File: config.mk
export PLATFORM = sky130hd
export DESIGN_NAME = uart_tx_fsm
export DESIGN_NICKNAME = d
export VERILOG_FILES = /design/src/rtl/uart_tx_fsm.sv
export SDC_FILE = /design/constraint.sdc
export NUM_CORES = 1
export LEC_CHECK = 0
export CAP_MARGIN = 5
export CORE_MARGIN = 8
export CORE_UTILIZATION = 46
export CTS_CLUSTER_DIAMETER = 150
export DETAILED_ROUTE_END_ITERATION = 16
export PLACE_DENSITY_LB_ADDON = 0.12
export SETUP_SLACK_MARGIN = 0.2
export SLEW_MARGIN = 10
export SYNTH_ARGS = -nofsm -noshare
export SYNTH_HDL_FRONTEND = slang
export SYNTH_SLANG_ARGS = --single-unit
export TNS_END_PERCENT = 20
File: constraint.sdc
create_clock -name clk -period 1.9 [get_ports clk]
set_clock_uncertainty 0.1 [all_clocks]
set_input_delay 0.38 -clock clk [delete_from_list [all_inputs] [get_ports clk]]
set_output_delay 0.38 -clock clk [all_outputs]
set_load 0.05 [all_outputs]
File: src/rtl/uart_tx_fsm.sv
// 8N1 UART transmitter, LSB first, stepped by rising edges of an external baud tick.
// A request is latched immediately and the frame starts on the next tick rising edge.
module uart_tx_fsm #(
    parameter int unsigned DATA_WIDTH = 8
) (
    input  logic                  clk,
    input  logic                  rst,
    input  logic                  tick,
    input  logic                  tx_start,
    input  logic [DATA_WIDTH-1:0] tx_data,
    output logic                  tx,
    output logic                  tx_busy
);

    localparam int unsigned CntW = (DATA_WIDTH > 1) ? $clog2(DATA_WIDTH) : 1;
    localparam logic [CntW-1:0] LastBit = CntW'(DATA_WIDTH - 1);

    typedef enum logic [1:0] {
        StIdle  = 2'b00,
        StStart = 2'b01,
        StData  = 2'b10,
        StStop  = 2'b11
    } state_e;

    state_e                state, state_d;
    logic                  tick_q;
    logic                  tick_rise;
    logic                  pending_q, pending_d;
    logic                  busy_q, busy_d;
    logic [CntW-1:0]       cnt_q, cnt_d;
    logic [DATA_WIDTH-1:0] shift_q, shift_d;
    logic                  tx_q, tx_d;

    // tick_q resets high so a tick already high at reset release is not an edge
    assign tick_rise = tick & ~tick_q;

    always_comb begin
        state_d   = state;
        pending_d = pending_q;
        busy_d    = busy_q;
        cnt_d     = cnt_q;
        shift_d   = shift_q;

        unique case (state)
            StIdle: begin
                if (pending_q) begin
                    if (tick_rise) begin
                        state_d   = StStart;
                        pending_d = 1'b0;
                    end
                end else if (tx_start) begin
                    shift_d   = tx_data;
                    pending_d = 1'b1;
                    busy_d    = 1'b1;
                end
            end
            StStart: begin
                if (tick_rise) begin
                    state_d = StData;
                    cnt_d   = '0;
                end
            end
            StData: begin
                if (tick_rise) begin
                    shift_d = shift_q >> 1;
                    cnt_d   = cnt_q + 1'b1;
                    if (cnt_q == LastBit) begin
                        state_d = StStop;
                    end
                end
            end
            StStop: begin
                if (tick_rise) begin
                    state_d = StIdle;
                    busy_d  = 1'b0;
                end
            end
            default: state_d = StIdle;
        endcase
    end

    // Line level follows the state being entered, so tx changes on the same edge as state
    always_comb begin
        tx_d = 1'b1;
        unique case (state_d)
            StIdle:  tx_d = 1'b1;
            StStart: tx_d = 1'b0;
            StData:  tx_d = shift_d[0];
            StStop:  tx_d = 1'b1;
            default: tx_d = 1'b1;
        endcase
    end

    always_ff @(posedge clk) begin
        if (!rst) begin
            state     <= StIdle;
            tick_q    <= 1'b1;
            pending_q <= 1'b0;
            busy_q    <= 1'b0;
            cnt_q     <= '0;
            shift_q   <= '0;
            tx_q      <= 1'b1;
        end else begin
            state     <= state_d;
            tick_q    <= tick;
            pending_q <= pending_d;
            busy_q    <= busy_d;
            cnt_q     <= cnt_d;
            shift_q   <= shift_d;
            tx_q      <= tx_d;
        end
    end

    assign tx      = tx_q;
    assign tx_busy = busy_q;

endmodule

Yosys cells after proc, flatten, opt, wreduce, memory -nomap -nowiden

Index checks and enable logic that the tools add are counted.

Add/sub/neg operators: 1
Eq/ne operators: 12
Mux-type cells: 22
Bitwise gates (word level): 2
Reductions and logical operators: 9

Operator list:

| operator              | number |
|---|---|
| $mux W8               | 3 |
| $pmux W8 S2           | 1 |
| $mux W2               | 6 |
| $ne A2 B2 Y1 const B  | 5 |
| $eq A2 B2 Y1 const B  | 4 |
| $pmux W2 S4           | 1 |
| $reduce_and A4 Y1     | 2 |
| $mux W1               | 6 |
| $mux W3               | 2 |
| $pmux W3 S2           | 1 |
| $reduce_bool A2 Y1    | 3 |
| $eq A2 B1 Y1 const B  | 2 |
| $logic_not A2 Y1      | 2 |
| $add A3 B1 Y3 const B | 1 |
| $eq A3 B3 Y1 const B  | 1 |
| $pmux W1 S3           | 1 |
| $reduce_and A3 Y1     | 1 |
| $pmux W1 S2           | 1 |
| $reduce_or A2 Y1      | 1 |
| $and A1 B1 Y1         | 1 |
| $not A1 Y1            | 1 |

Register bits after elaboration: 17
Bits of input ports: 12
Output and inout port bits: 2
Word-level logic and storage cells: 54

Logic depth before layout (Yosys ltp)

Gate-level depths: netlist of run 1.

Depth in word-level cells: 8
Gate-level depth with buffers: 8
Mapped depth without buffers: 8

Least setup slack after synthesis of run 1

OpenSTA, ideal clock, no wires.

Path kind: reg2reg
Start point: reg cnt_q[0]
End point: reg tx_q (netlist: tx)
Library setup time: 93 ps
Data arrival time: 1628 ps
Required time: 1707 ps
Slack: 79 ps
Cell stages (with the launch flop): 9
Path buffers: 0
Clock period less this slack: 1821 ps
Cells stage by stage: dfxtp_1 -> ha_1 -> ha_1 -> mux2i_1 -> nor3_1 -> a21o_1 -> ha_1 -> or2b_2 -> o311ai_2

Longest elaborated chain between the ends: 7
Elaborated cells between the ends (all ways): 10
Classes of those cells: eq/ne (4); mux (4); reduce/logical (2)

Ends and longest elaborated chain:

| item                                             | RTL line | text |
|---|---|---|
| start: declaration                               | 30       | `logic [CntW-1:0] cnt_q, cnt_d;` |
| start signal: assignment                         | 108      | `cnt_q <= cnt_d;` |
| $eq A3 B3 Y1 *                                   | 67       | `if (cnt_q == LastBit) begin` |
| $mux W2 *                                        | 67       |  |
| $mux W2 *                                        | 64       | `if (tick_rise) begin` |
| $pmux W2 S4 *                                    | 44       | `unique case (state)` |
| $eq A2 B2 Y1 or $logic_not A2 Y1 (tied branches) | 85       | `unique case (state_d)` |
| $reduce_or A2 Y1 (no source line)                | --       |  |
| $pmux W1 S3 *                                    | 85       |  |
| end signal: assignment                           | 110      | `tx_q <= tx_d;` |
| end: declaration                                 | 32       | `logic tx_q, tx_d;` |

Every way passes the cells marked *; elsewhere a longest branch is shown, timed or not.
A chain may end at the register's enable or synchronous reset.

Worst setup path in the final report of run 1

Ends and elaborated chain as after synthesis.

==> flow_summary_export.csv, run 1 <==
group,metric,value,unit
cells_and_area,post-route-util,64.8,%
yosys,ys_top_cells_by_area,"dfxtp_1 (39%), a22oi_1 (7.7%), a21boi_1 (6.0%), ha_1 (4.3%), nand2_1 (4.3%)",
setup_path,start_kind,"flip-flop",
timing,fin_setup_tns,0,ns
timing,fmax,555,MHz
setup_path,cp-startpoint,"cnt_q[0]",
yosys,synth_top_area_cell,"dfxtp_1",
global_routing,grtUsageTotal,11.1,%
floorplan,initial_core_util,49.6,%
drt,final_antenna_net_count,0,
clock_network,htree_levels,1,
cells_and_area,final_nets,128,
hold_path,hp-start,"shift_q[4]",
setup_path,critPathKind,"reg -> reg",
cells_and_area,finish.instance_area,1140,sq um
yosys,yosys-top-cells-count,"dfxtp_1 (17), nand2_1 (10), a22oi_1 (9)",
yosys,yosysUniqueCellTypes,33,
drt,wl_per_cell,13.2,um
global_routing,grt_max_degree,18,
cells_and_area,multi_input_area,523,sq um
yosys,synth_most_common_cell,"dfxtp_1",
yosys,synth_flop_cell,"dfxtp_1",
timing,rsz0062_at_grt,"yes",
timing,final.period_utilization,94.8,%
setup_path,crit_arrival,1.84,ns
timing,setup_ws,0.0988,ns
drt,vias,741,
timing,min_period,1.80,ns
yosys,synth_area,875,sq um
drt,drc,0,
pwr,vdd_ir_drop_max,0.465,mV
place,place_ws,-0.249,ns
place,dpl_cell_area,1100,sq um
yosys,synth_edf_count,0,
global_routing,grt_overflow_total,0,
global_routing,grt_pass1_wl,3.05,mm
floorplan,die_area,3550,sq um
global_routing,grt_pass1_vias,677,
drt,vias_per_cell,5.41,
yosys,ys_warn_count,0,
clock_network,clockBufferDepth,2,
cells_and_area,antenna_cells,0,
pwr,p_per_area,609,nW/um^2
yosys,synth.avg_cell_area,9.61,sq um
timing,hold_viol_final,0,
clock_network,holdBufCountCts,0,
place,gp_congestion,0.732,
floorplan,rows,15,
global_routing,met3_usage,2.60,%
timing,worst_pin_slew,0.555,ns
setup_path,cp-end-kind,"flip-flop",
setup_path,required,1.94,ns
clock_network,cts-root-buf,"clkbuf_4",
setup_path,r2r_start,"cnt_q[0]",
clock_network,clkTransAtPathRegs,0.10,ns
cells_and_area,regArea,347,sq um
place,port_buffers,13,
setup_path,cp_max_fo,2,
timing,relSlewSlack,62.9,%
yosys,synth_seq_cells,17,
pwr,p_leak,0.433,nW
place,hpwl,1.35,mm
global_routing,busiest_layer,"met2",
cells_and_area,syn_to_final_growth,30.8,%
drt,dr.pass1.iters,4,
clock_network,cts_made_buffers,3,
pwr,fin_total_pwr,697,uW
global_routing,grt_use_met2,17.4,%
floorplan,die_h,59.6,um
timing,setup_viol,0,
floorplan,core_area,1760,sq um
yosys,synth_nets,106,
yosys,async_reset_ff_share,0,%
timing,drv_slew,0,
drt,drtIter0Drc,22,
yosys,synthCells,91,
setup_path,reg2reg_setup_slack,0.1,ns
clock_network,clock_latency,0.28,ns
yosys,ys_seq_area_share,38.9,%
flow_run,cap_violations,0,
outcome,status,"complete, no violations",
global_routing,use_met1,13.7,%
floorplan,die_x,59.6,um
hold_path,holdCritPathClass,"reg -> reg",
clock_network,tritoncts,"done",
global_routing,antenna_found_initial,0,
clock_network,cts_num_sinks,17,
drt,routed_wl,1.81,mm
floorplan,io_pins,14,
cells_and_area,drive_gt1_share,28.6,%
cells_and_area,fillers,167,
yosys,yosysTopAreaCellShare,38.9,%
## where the power goes
group	internal, mW	total [mW]	switching (mW)
registers	0.373	0.386	0.0127
logic	0.0705	0.123	0.0527
clock network	0.0781	0.188	0.109
## worst max-delay path, cell delays in order (launching register included)
cell      delay (ns)
dfxtp_4         0.36
ha_4            0.16
ha_4            0.15
mux2i_1         0.12
nor3_1          0.06
a21o_1          0.16
ha_1            0.27
or2b_4          0.20
o311ai_2        0.08
## state kept, by name, summed over array words and instances (netlist names)
| signal | cells |
|---|---|
| cnt_q | 3 |
| shift_q | 8 |
| tx | 1 |
| tick_q | 1 |
| state | 2 |
| pending_q | 1 |
| tx_busy | 1 |
## metal layers
metal | share of wire (%) | vias up | routed length [um]
met1 | 47 | 352 | 855
met2 | 46 | 15 | 839
li1 | - | 370 | -
met4 | 1.3 | 0 | 23
met5 | 0 | - | 0
met3 | 4.9 | 4 | 88
## final cells by class
type / count / area share (%)
inverter: 1 / 0.328
multi-input combinational: 67 / 45.7
clock inverter: 1 / 0.438
sequential: 17 / 30.3
tap: 25 / 2.74
clock buffer: 3 / 1.97
timing repair buffer: 23 / 18.5
## placed cells by master, fill, tap and decap left out, types with 2 or more instances in the layout
cell type / netlist / final
nor2b_1: 5 / 5
a31oi_1: 2 / 2
a21boi_1: 7 / 7
dfxtp_2: 0 / 2
mux2i_1: 2 / 2
o21ai_0: 4 / 4
buf_4: 1 / 11
nand2b_1: 5 / 5
ha_4: 0 / 2
clkbuf_4: 0 / 3
dfxtp_1: 17 / 14
a22oi_1: 9 / 9
clkdlybuf4s50_1: 0 / 10
nor3_1: 2 / 2
nand2_1: 10 / 10
and2_1: 2 / 2
## worst paths after layout
kind / depth (start not counted) / to
setup / recovery: 8 / tx
hold / removal: 2 / shift_q[4]
setup reg to reg: 8 / tx
hold reg to reg: 2 / shift_q[4]
## kinds of logic (layout without fill, tap and decap cells)
logic type               after synthesis  after routing  share of synthesized area [%]
XOR/XNOR                               1              1                           1.00
multiplexers                           2              2                           2.29
AO/OA/AOI/OAI                         29             29                           25.2
flip-flops                            17             17                           38.9
adder cells (fa/ha/maj)                3              3                           4.29
buffers and inverters                  7             28                           5.29
AND/OR/NAND/NOR                       32             32                           23.0
## through the flow
step | std cells | hold slack (ns)
after floorplan | 91 | 0.334
after global placement | 132 | 0.340
after detailed placement | 132 | 0.348
after CTS | 137 | 0.356
after global routing | 137 | 0.364
final | 137 | 0.356
## what timing repair did
| item | CTS | global route |
|---|---|---|
| pin swaps | 1 | 0 |
| endpoints found under the hold margin | 0 | 0 |
| endpoints found under the setup margin | 1 | 7 |
| buffers inserted | 1 | 0 |
| resized for setup | 3 | 1 |
No activity file was read; power rests on OpenSTA's default activity.
==> run 2: changes to the inputs <==
CTS_CLUSTER_SIZE = 40   (was not set)
==> results of run 2 <==
Same layout as run 1: the final DEF is identical, and so are final timing and power.
